$ cat config.mk
export PLATFORM = sky130hd
export DESIGN_NAME = hazard_tracker
export DESIGN_NICKNAME = d
export VERILOG_FILES = /design/src/rtl/hazard_tracker.sv
export SDC_FILE = /design/constraint.sdc
export NUM_CORES = 1
export LEC_CHECK = 0
export ABC_CLOCK_PERIOD_IN_PS = 2100
export BUFFER_PORTS_ARGS = -buffer_cell sky130_fd_sc_hd__buf_2
export CORE_MARGIN = 4
export CORE_UTILIZATION = 35
export DETAILED_ROUTE_END_ITERATION = 8
export GPL_TIMING_DRIVEN = 0
export PLACE_DENSITY_LB_ADDON = 0.2
export SYNTH_ARGS = -nofsm -noshare
export SYNTH_HDL_FRONTEND = slang
export SYNTH_SLANG_ARGS = --single-unit
$ cat constraint.sdc
create_clock -name clk -period 2.1 [get_ports clk]
set_input_delay 0 -clock clk [delete_from_list [all_inputs] [get_ports clk]]
set_output_delay 0 -clock clk [all_outputs]
set_load 0.02 [all_outputs]
$ cat src/rtl/hazard_tracker.sv
`default_nettype none
// hazard_tracker: shadow EXE/MEM/WB destination slots, write-back qualifiers and ID-stage stall detection.
// Optional macro HAZARD_STATS_EN adds a saturating stall counter on stall_count.

`ifndef REGISTER_FILE_ADDRESS_LEN
`define REGISTER_FILE_ADDRESS_LEN 4
`endif

module hazard_tracker #(
  parameter int ADDR_LEN = `REGISTER_FILE_ADDRESS_LEN,
  parameter int STAT_W   = 16
) (
  input  logic                clk,
  input  logic                rst,
  input  logic                forwarding_enable,
  input  logic                freeze,
  input  logic                flush,
  input  logic                id_valid,
  input  logic [ADDR_LEN-1:0] id_src1,
  input  logic [ADDR_LEN-1:0] id_src2,
  input  logic                id_src1_en,
  input  logic                id_src2_en,
  input  logic                id_wb_en,
  input  logic                id_mem_r_en,
  input  logic [ADDR_LEN-1:0] id_dest,
  output logic                hazard,
  output logic                mem_wb_en,
  output logic [ADDR_LEN-1:0] mem_dest,
  output logic                wb_wb_en,
  output logic [ADDR_LEN-1:0] wb_dest
`ifdef HAZARD_STATS_EN
  ,
  output logic [STAT_W-1:0]   stall_count
`endif
);

  if (STAT_W < 1) begin : g_stat_w_check
    $error("hazard_tracker: STAT_W must be at least 1");
  end

  typedef struct packed {
    logic                v;
    logic                wb_en;
    logic                mem_r_en;
    logic [ADDR_LEN-1:0] dest;
  } exe_slot_t;

  // The load flag only matters while the producer sits in EXE, so later slots drop it.
  typedef struct packed {
    logic                v;
    logic                wb_en;
    logic [ADDR_LEN-1:0] dest;
  } wb_slot_t;

  exe_slot_t exe_q, exe_d;
  wb_slot_t  mem_q, wb_q;
  logic      exe_hit;
  logic      mem_hit;

  function automatic logic src_match(input logic                slot_v,
                                     input logic                slot_wb_en,
                                     input logic [ADDR_LEN-1:0] slot_dest,
                                     input logic [ADDR_LEN-1:0] src,
                                     input logic                en,
                                     input logic                valid);
    return en & valid & slot_v & slot_wb_en & (slot_dest == src);
  endfunction

  always_comb begin
    exe_hit = src_match(exe_q.v, exe_q.wb_en, exe_q.dest, id_src1, id_src1_en, id_valid)
            | src_match(exe_q.v, exe_q.wb_en, exe_q.dest, id_src2, id_src2_en, id_valid);
    mem_hit = src_match(mem_q.v, mem_q.wb_en, mem_q.dest, id_src1, id_src1_en, id_valid)
            | src_match(mem_q.v, mem_q.wb_en, mem_q.dest, id_src2, id_src2_en, id_valid);
    // WB never stalls: the register file writes in the first half-cycle.
    if (forwarding_enable) begin
      hazard = exe_hit & exe_q.mem_r_en;
    end else begin
      hazard = exe_hit | mem_hit;
    end
  end

  always_comb begin
    exe_d = '0;
    if (id_valid && !hazard && !flush) begin
      exe_d.v        = 1'b1;
      exe_d.wb_en    = id_wb_en;
      exe_d.mem_r_en = id_mem_r_en;
      exe_d.dest     = id_dest;
    end
  end

  always_ff @(posedge clk) begin
    if (rst) begin
      exe_q <= '0;
      mem_q <= '0;
      wb_q  <= '0;
    end else if (!freeze) begin
      exe_q <= exe_d;
      mem_q <= '{v: exe_q.v, wb_en: exe_q.wb_en, dest: exe_q.dest};
      wb_q  <= mem_q;
    end
  end

  assign mem_wb_en = mem_q.v & mem_q.wb_en;
  assign mem_dest  = mem_q.dest;
  assign wb_wb_en  = wb_q.v & wb_q.wb_en;
  assign wb_dest   = wb_q.dest;

`ifdef HAZARD_STATS_EN
  logic [STAT_W-1:0] stall_cnt_q;

  always_ff @(posedge clk) begin
    if (rst) begin
      stall_cnt_q <= '0;
    end else if (hazard && !freeze && !(&stall_cnt_q)) begin
      stall_cnt_q <= stall_cnt_q + STAT_W'(1);
    end
  end

  assign stall_count = stall_cnt_q;
`endif

endmodule

`default_nettype wire

* Word level (Yosys, flattened, before mapping)
Cells that the tools add are included.
** Word-level totals
- Register bits :: 19
- Output and inout bits :: 11
- Word-level logic and storage cells :: 40
** Operators by class
- Equality and inequality tests :: 4
- Mux-type cells :: 2
- Bitwise logic cells :: 20
- Reductions and logical operators :: 4
** Operator list (count)
- AND 1 bit :: 17
- equality test 4 bit :: 4
- 2-to-1 mux 7 bit :: 1
- bitwise OR 1 bit :: 3
- logical AND 1 bit :: 2
- logical NOT 1 bit :: 2
- 2-to-1 mux 1 bit :: 1

* Logic depth before layout (Yosys ltp)
Gate-level depths: netlist of the first run.
- Depth in word-level cells :: 11
- Mapped depth :: 5
- Gate-level depth less buffers :: 5

* Worst setup path after synthesis of the first run
Ideal clock, no wire load.
- Path type :: register to register
- Start :: reg exe_q[0] in the netlist's numbering
- End :: reg exe_q[4] in the netlist's numbering
- Library setup time :: 117 ps
- Arrival time :: 1428 ps
- Data required time :: 1983 ps
- Path slack :: 555 ps
- Stages on the path, launching flop included :: 6
- Path buffers :: 0
- Clock period less this slack :: 1545 ps
- Cells stage by stage :: dfxtp_1 > xnor2_1 > nand3_1 > or4_1 > nor4b_4 > a22o_1
** On the way
- Cells in the longest elaborated chain, start to end :: 9
- Elaborated cells on any way between the ends :: 12
** RTL lines
- from (decl) :: RTL line 55 : exe_slot_t exe_q, exe_d;
- from (signal assigned) :: RTL line 94 : exe_q <= '0;
- from (signal assigned) :: RTL line 98 : exe_q <= exe_d;
- equality test 4 bit :: RTL line 66 : return en & valid & slot_v & slot_wb_en & (slot_dest == src);
- AND 1 bit :: RTL line 66
- bitwise OR 1 bit * :: RTL line 71 : | src_match(exe_q.v, exe_q.wb_en, exe_q.dest, id_src2, id_src2_en, id_valid);
- bitwise OR 1 bit / AND 1 bit (equally long branches) :: RTL line 78, 76
- 2-to-1 mux 1 bit * :: RTL line 75 : if (forwarding_enable) begin
- logical NOT 1 bit * :: RTL line 84 : if (id_valid && !hazard && !flush) begin
- logical AND 1 bit * (2 in series) :: RTL line 84
- 2-to-1 mux 7 bit * :: RTL line 84
Every way passes the cells marked *; elsewhere a longest branch is shown, timed or not.
A chain may end at the register's enable or synchronous reset.

* Worst setup path in the final report of the first run
- Start :: reg exe_q[0] in the netlist's numbering
- End :: out hazard
** On the way
- Cells in the longest elaborated chain, start to end :: 5
- Elaborated cells on any way between the ends :: 8
** RTL lines
- equality test 4 bit :: RTL line 66
- AND 1 bit :: RTL line 66
- bitwise OR 1 bit * :: RTL line 71
- bitwise OR 1 bit / AND 1 bit (equally long branches) :: RTL line 78, 76
- 2-to-1 mux 1 bit * :: RTL line 75
- to (decl) :: RTL line 26 : output logic hazard,
Marked as above.

==> impl_results.md, run 1 <==
- Status: complete, no violations
- Worst Hold Class: input pin to register
- Ys flop type: dfxtp_1
- Clk pin slew, worst setup/hold paths: 110 ps
- Register area: 380 um^2
- Synth Net Count: 120
- Sw frac: 23.9%
- Slew headroom: 48.9%
- Drt pass-1 iters: 2
- Clock skew: 1.49 ps
- GR Util All Layers: 12.8%
- Vias: 820
- N_diodes: 0
- Crit path max fanout: 4
- WP data arrival: 1800 ps
- R2r setup slk: 430 ps
- Syn Inst Count: 98
- Post-synth top cells: dfxtp_1 (19), xnor2_1 (15), mux2i_1 (12), nor2_1 (12), buf_4 (8)
- Internal: 0.000494 W
- Endpoints failing setup: 0
- Routed Antenna Nets: 0
- Pin count of the biggest net entering global routing: 11
- Mapped Area: 973 um^2
- Clock Power Share: 28.0%
- Worst-skew pair later-pin latency: 290 ps
- Detailed Place HPWL: 1.68 mm
- Share of cells above drive strength 1: 32.4%
- Top cells by area, synth: dfxtp_1 (39%), xnor2_1 (13%), mux2i_1 (12%)
- Post-synthesis register bit count: 19
- Ratio of final minimum period to clock period: 85.6%
- Min cycle time layout: 1800 ps
- Clk root buf: clkbuf_4
- Io pins: 33
- Initial antenna violation count: 0
- Routability Congestion: 0.758
- Fmax: 556 MHz
- TritonCTS clock tree: built
- Leakage power: 0.600 nW
- Post-Route WL: 2.16 mm
- Cts bufs inserted: 3
- Largest area contributor in the netlist: dfxtp_1
- Vias in the first global route: 778
- Max-slew violations: 0
- Most frequent cell after synthesis: dfxtp_1
- Syn avg cell area: 9.93 um^2
- Die W: 60.7 um
- Post-synth cell types: 24
- Number of synthesized flops with an enable pin: 0
- RSZ-0062 raised after global routing: false
- H-tree depth: 1
- Post-route setup TNS: 0 ps
- Yosys top cell area share: 39.1%
- Filler cell count: 254
- Syn. warnings: 0
- GR Overflow Total: 0
- Async S/R FF share, synth: 0%
- Port bufs: 31
- Synth-to-Final Area Change: 31.7%
- Fin nets: 165
- Switch Pwr: 0.000155 W
- Type of origin of the critical path: register
- Vias/cell: 4.77
- R2R depth: 5
- Starting Density: 37.9%
- Placement row count: 18
- Max clock buf depth: 2
- Hold Path Cell Cnt: 4
- Hold Fails Final Rpt: 0
- Crit. End Element: output pin
- Max Cap Violations: 0
- Drt initial violations: 5
- DIE HEIGHT: 60.7 um
- Area of the multi-input gates: 507 um^2
- First-pass GRT wire length: 3.44 mm
- Register area share after synthesis: 39.1%
- DRC viols: 0
- Pwr per Cell Area: 506 nW/um^2
- Die ar.: 3690 um^2
- Core Area: 2570 um^2
- VDD IR max: 381 uV
- Slew @ Worst Pin: 766 ps
- Setup CP Type: register to output pin
- Final core utilization: 50.0%
- Drt wl/cell: 12.5 um
- Req. time, crit path: 2100 ps
- Comb pwr share: 14.6%
- CTS Sinks: 19
- Flop pwr share: 57.4%
[logic make-up after synthesis]
kind of cell	share of synthesized area, %
AOI/OAI and AO/OA	7.58
and+or+nand+nor	17.7
xor gates and xnor gates	14.4
DFF	39.1
buffers and inverters	8.87
muxes	12.3
[per-stage QoR]
| stage | area [um^2] | cells | total power [W] | setup WS [ps] | hold WS [ps] |
|---|---|---|---|---|---|
| floorplan | 973 | 98 | 0.000428 | 555 | 72.4 |
| global placement | 1170 | 159 | 0.000463 | 450 | 217 |
| detailed placement | 1170 | 159 | 0.000464 | 430 | 221 |
| CTS | 1280 | 172 | 0.000655 | 278 | 146 |
| global route | 1280 | 172 | 0.000683 | 209 | 141 |
| finish | 1280 | 172 | 0.000649 | 302 | 152 |
[power by group through the flow]
stage | Sequential [W] | Combinational, W | Clock (W)
6_report | 0.000373 | 0.0000947 | 0.000182
5_1_grt | 0.000373 | 0.000104 | 0.000206
4_1_cts | 0.000373 | 0.0000953 | 0.000187
3_5_place_dp | 0.000381 | 0.0000835 | 0
3_3_place_gp | 0.000380 | 0.0000823 | 0
2_1_floorplan | 0.000379 | 0.0000490 | 0
[state kept, by name (all words and copies together) (netlist names)]
| name | flops |
|---|---|
| exe_q | 7 |
| mem_dest | 4 |
| mem_q | 2 |
| wb_dest | 4 |
| wb_q | 2 |
[layer usage]
metal  wire (um)  global-route usage [%]
met1         954                    15.8
met2        1100                    21.7
met3          88                    1.91
met4          16                    6.50
met5           0                       0
[placed cells by master, fill, tap and decap left out]
master / n
buf_4: 8
nor3_1: 1
nor2b_1: 1
buf_2: 31
nand3_1: 3
or4b_4: 1
clkbuf_1: 4
and3b_1: 1
dlygate4sd3_1: 9
xor2_1: 1
buf_6: 1
mux2i_1: 12
nor4b_4: 1
clkbuf_4: 3
xnor2_1: 15
nand2_1: 2
nand4_1: 3
inv_1: 1
nor2_1: 12
o22ai_1: 1
or3b_2: 1
dfxtp_1: 19
o211ai_1: 1
or4_1: 1
a21o_1: 1
and2_1: 2
a22o_1: 6
[layout make-up]
cell class | count | area share, %
Clock buffer | 4 | 2.05
Buffer | 12 | 6.44
Multi-Input combinational cell | 66 | 39.5
Sequential cell | 19 | 29.7
Tap cell | 30 | 2.93
Timing Repair Buffer | 40 | 19.1
Inverter | 1 | 0.293
[worst max-delay path, cell delays in order, from the launching register on]
cell and delay (ps):
dfxtp_1 430, xnor2_1 150, nand3_1 80, or4_1 490
or3b_2 210, buf_2 150
[worst paths after layout]
kind	endpoint	from
max	hazard	exe_q[0]
min	exe_q[6]	flush
max reg2reg	exe_q[4]	exe_q[0]
min reg2reg	exe_q[4]	exe_q[4]
[timing repair]
| item | in CTS | in global routing |
|---|---|---|
| hold endpoints to repair | 8 | 0 |
| hold buffers | 9 | 0 |
| buffers inserted | 0 | 0 |
| resized for setup | 0 | 0 |
(Power assumes the default switching activity.)
==> inputs of run 2 (changes only) <==
==> constraint.sdc (replaced) <==
create_clock -name clk -period 2.1 [get_ports clk]
set_input_delay 0.63 -clock clk [delete_from_list [all_inputs] [get_ports clk]]
set_output_delay 0.63 -clock clk [all_outputs]
set_load 0.02 [all_outputs]
==> impl_results.md, run 2 (synthesis gave the netlist of run 1 again) <==
- Status: finished with violations
- Failing checks: setup timing
- Commonest cells after routing, fill and taps aside: buf_2 (28), dfxtp_1 (16), xnor2_1 (14), mux2i_1 (12), nor2_1 (12)
- Ratio of final minimum period to clock period: 115%
- R2R depth: 4
- Reg2reg end: exe_q[1]
- Starting Density: 37.9%
- N_diodes: 0
- Post-Route WL: 2.18 mm
- Drt pass-1 iters: 3
- Max Cap Violations: 0
- Post-route setup TNS: -318 ps
- Vias: 794
- Drt wl/cell: 13.4 um
- TritonCTS clock tree: built
- Synth-to-Final Area Change: 26.3%
- Share of cells above drive strength 1: 39.8%
- Placement row count: 18
- Slew headroom: 51.3%
- CTS Sinks: 19
- WP data arrival: 1790 ps
- Max-slew violations: 0
- Post-CTS Setup Repair Bufs: 0
- Pwr per Cell Area: 531 nW/um^2
- Max reg flops: 7
- Io pins: 33
- Setup CP Type: input pin to output pin
- Req. time, crit path: 1470 ps
- Endpoints failing setup: 1
- Clk pin slew, worst setup/hold paths: 110 ps
- Fmax: 413 MHz
- Crit. Startpoint: id_src1[0]
- Worst-skew pair later-pin latency: 300 ps
- Die ar.: 3690 um^2
- Final Power: 0.000653 W
- GR Util All Layers: 12.9%
- Slew @ Worst Pin: 731 ps
- Routed Antenna Nets: 0
- Die W: 60.7 um
- Worst r2r src: exe_q[1]
- Crit path max fanout: 2
- Vias/cell: 4.87
- Initial antenna violation count: 0
- GR Overflow Total: 0
- RSZ-0062 raised after global routing: true
- DRC viols: 0
- Pin count of the biggest net entering global routing: 12
- Clk root buf: clkbuf_4
- Final std cells w/o fill: 163
- Clock skew: 6.57 ps
- Drt initial violations: 14
- Max clock buf depth: 2
- Worst Hold Class: register to register
- Type of origin of the critical path: input pin
- DIE HEIGHT: 60.7 um
- CP Capture Point: hazard
- Commonest non-fill, non-tap cell in the layout: buf_2
- Final core utilization: 47.9%
- Dpl cells: 159
- VDD IR max: 273 uV
- Routability Congestion: 0.884
- Most flops, register: exe_q
- Port bufs: 31
- Cts bufs inserted: 3
- R2r setup slk: 480 ps
- Setup WS post-layout: -318 ps
- Vias in the first global route: 786
- First-pass GRT wire length: 3.41 mm
- Leakage power: 0.573 nW
- Hold Fails Final Rpt: 0
- H-tree depth: 1
- Core Area: 2570 um^2
- Hold-fix buffers, CTS: 0
- Crit. End Element: output pin
- Fin nets: 156
- Filler cell count: 253
- Min cycle time layout: 2420 ps
run 2: changes by cell type in the layout (fill, tap and decap cells not counted), moves of 3 or more:
cell	previous run	this run
dfxtp_1	19	16
dlygate4sd3_1	9	0
buf_2	31	28
dfxtp_2	0	3
buf_6	1	4
run 2: how the worst min path moves through the flow:
stage,slack [ps],to,start,cells past startpoint
2_1_floorplan,440,exe_q[4],exe_q[4],1
3_3_place_gp,470,exe_q[4],exe_q[4],1
3_5_place_dp,470,exe_q[4],exe_q[4],1
4_1_cts,500,exe_q[4],exe_q[4],1
5_1_grt,530,exe_q[3],id_dest[3],2
6_report,500,exe_q[4],exe_q[4],1
run 2: what timing repair did:
action / in CTS / in global routing
setup endpoints to repair: 1 / 1
pin swaps: 0 / 0
resized for setup: 9 / 2
run 2: metrics by stage:
| stage | setup slack [ps] | cell area, um^2 | hold slack [ps] |
|---|---|---|---|
| floorplan | -80.6 | 976 | 443 |
| detailed placement | -398 | 1170 | 473 |
| global route | -352 | 1230 | 527 |
| CTS | -319 | 1230 | 498 |
| finish | -318 | 1230 | 502 |
| global placement | -367 | 1170 | 466 |
run 2: critical path: stages:
cell and delay (ps):
buf_2 120, xnor2_1 150, nand3_1 110, or4_4 420
or3b_4 250, buf_6 110
run 2: metal layers:
metal	global-route usage [%]	part of all wire (%)	vias up
met2	21.1	48	20
met5	0	0	-
met1	15.3	44	367
met4	6.50	1.7	0
met3	3.83	6.5	5
li1	-	-	402
run 2: layout make-up:
cell class / count / area [um^2] / share of cell area, %
Inverter: 1 / 3.75 / 0.305
Clock inverter: 1 / 5.00 / 0.407
Buffer: 12 / 82.6 / 6.71
Timing Repair Buffer: 31 / 174 / 14.1
Clock buffer: 3 / 22.5 / 1.83
Tap cell: 30 / 37.5 / 3.05
Multi-Input combinational cell: 66 / 520 / 42.3
Sequential cell: 19 / 384 / 31.2
run 2: report_power, final:
group / total, W / switching [W] / leakage [nW] / internal [W]
registers: 0.000373 / 0.00000655 / 0.155 / 0.000366
clock network: 0.000192 / 0.000121 / 0.0177 / 0.0000710
logic: 0.0000880 / 0.0000402 / 0.400 / 0.0000478
==> inputs of run 3 (changes only) <==
--- a/config.mk
+++ b/config.mk
@@ -13,4 +13,5 @@
 export GPL_TIMING_DRIVEN = 0
 export PLACE_DENSITY_LB_ADDON = 0.2
+export SETUP_SLACK_MARGIN = 0.02
 export SYNTH_ARGS = -nofsm -noshare
 export SYNTH_HDL_FRONTEND = slang
==> constraint.sdc (replaced) <==
create_clock -name clk -period 2.1 [get_ports clk]
set_input_delay 0.42 -clock clk [delete_from_list [all_inputs] [get_ports clk]]
set_output_delay 0.42 -clock clk [all_outputs]
set_load 0.02 [all_outputs]
==> impl_results.md, run 3 (synthesis gave the netlist of run 1 again) <==
- Starting Density: 37.9%
- GR Overflow Total: 0
- Hold Path Cell Cnt: 2
- Cts bufs inserted: 3
- Max clock buf depth: 2
- Fmax: 470 MHz
- Endpoints failing setup: 1
- Commonest cells after routing, fill and taps aside: buf_2 (30), xnor2_1 (12), mux2i_1 (12), nor2_1 (12)
- Worst Hold Class: input pin to register
- Crit path max fanout: 4
- Max-slew violations: 0
- Share of cells above drive strength 1: 44.9%
- Vias: 812
- Placement row count: 18
- Setup WS post-layout: -25.6 ps
- Port bufs: 31
- VDD IR max: 334 uV
- Leakage power: 0.596 nW
- Io pins: 33
- Detailed Place HPWL: 1.68 mm
- RSZ-0062 raised after global routing: true
- N_diodes: 0
- Clk root buf: clkbuf_4
- Final std cells w/o fill: 166
- Hold Fails Final Rpt: 0
- Post-Route WL: 2.22 mm
- Vias/cell: 4.89
- Die ar.: 3690 um^2
- Slew headroom: 50.8%
- Type of origin of the critical path: register
- Initial antenna violation count: 0
- Slew @ Worst Pin: 738 ps
- Core Area: 2570 um^2
- Status: finished with violations
- Final core utilization: 49.3%
- Vias in the first global route: 773
- R2R depth: 6
- Clk pin slew, worst setup/hold paths: 110 ps
- Ordered cell list for the critical path: xnor2_2 -> nand2_1 -> or4_4 -> or3b_2 -> buf_6
- Min cycle time layout: 2130 ps
- Pwr per Cell Area: 510 nW/um^2
- Critical path depth: 5
- Ratio of final minimum period to clock period: 101%
- CP top delay family: simple AND/OR/NAND/NOR gates
- H-tree depth: 1
- CP peak stage delay: 490 ps
- Routed Antenna Nets: 0
- Setup CP Type: register to output pin
- GR Util All Layers: 12.8%
- DIE HEIGHT: 60.7 um
- WP data arrival: 1710 ps
- Failing checks: setup timing
- Routability Congestion: 0.758
- Pin count of the biggest net entering global routing: 11
- Buf/Inv on CP: 1
- Max Cap Violations: 0
- TritonCTS clock tree: built
- Fin nets: 159
- Worst-skew pair later-pin latency: 290 ps
- Filler cell count: 251
- Max reg flops: 7
- Req. time, crit path: 1680 ps
- Drt pass-1 iters: 4
- Dpl cells: 159
- Die W: 60.7 um
- Clock skew: 4.52 ps
- Critical path's slowest cell: or4_4
- Drt initial violations: 8
- DRC viols: 0
- CTS Sinks: 19
- Most flops, register: exe_q
- Synth-to-Final Area Change: 29.9%
- Commonest non-fill, non-tap cell in the layout: buf_2
- First-pass GRT wire length: 3.44 mm
- Drt wl/cell: 13.4 um
- Crit. End Element: output pin
==> run 3: changes by cell type in the layout (fill, tap and decap cells not counted), sizes merged <==
cell	before	now
clkbuf	6	7
clkinv	1	0
buf	40	43
==> run 3: final timing paths <==
| path | startpoint | to | slack [ps] |
|---|---|---|---|
| min | rst | wb_dest[3] | 330 |
| max | exe_q[2] | hazard | -30 |
| max reg2reg | exe_q[2] | exe_q[0] | 380 |
| min reg2reg | exe_q[4] | exe_q[4] | 500 |
==> run 3: cell type report <==
class	count	area, um^2	share of cell area (%)
well taps	30	37.5	2.97
multi-input cells	66	533	42.1
clock buffers	4	26.3	2.08
inverters	1	3.75	0.297
repair buffers	34	184	14.5
plain buffers	12	82.6	6.53
flip-flops and latches	19	398	31.5
==> run 3: power by group <==
| part | switching, W | total, W | internal (W) |
|---|---|---|---|
| registers | 0.00000682 | 0.000370 | 0.000363 |
| logic | 0.0000410 | 0.0000892 | 0.0000482 |
| clock network | 0.000111 | 0.000185 | 0.0000738 |
==> run 3: metal layers <==
layer | vias up | GRT usage (%) | wire length [um]
met1 | 384 | 16.0 | 929
li1 | 409 | - | -
met3 | 2 | 2.34 | 123
met4 | 0 | 6.50 | 13
met5 | - | 0 | 0
met2 | 17 | 21.2 | 1150
==> run 3: timing repair <==
action                     CTS  global route
pin swaps                    2             0
gates resized for setup     16             1
buffers inserted             3             0
cloned                       0             0
setup endpoints to repair    1             1
hold buffers                 0             0
==> run 3: through the flow <==
step	setup WS, ps	setup TNS, ps	total power (W)	cell area [um^2]	hold WS (ps)
2_1_floorplan	333	0	0.000428	973	443
3_3_place_gp	39.2	0	0.000463	1170	462
3_5_place_dp	40.8	0	0.000464	1170	476
4_1_cts	-3.69	-3.69	0.000646	1260	325
5_1_grt	-95.8	-95.8	0.000678	1260	314
6_report	-25.6	-25.6	0.000645	1260	334
==> run 3: worst register-to-register path, cell delays in order (launching register included) <==
cell and delay (ps):
dfxtp_4 380, xnor2_2 140, nand2_1 90, or4_4 490, buf_4 140, nor4b_4 150
a22o_1 250
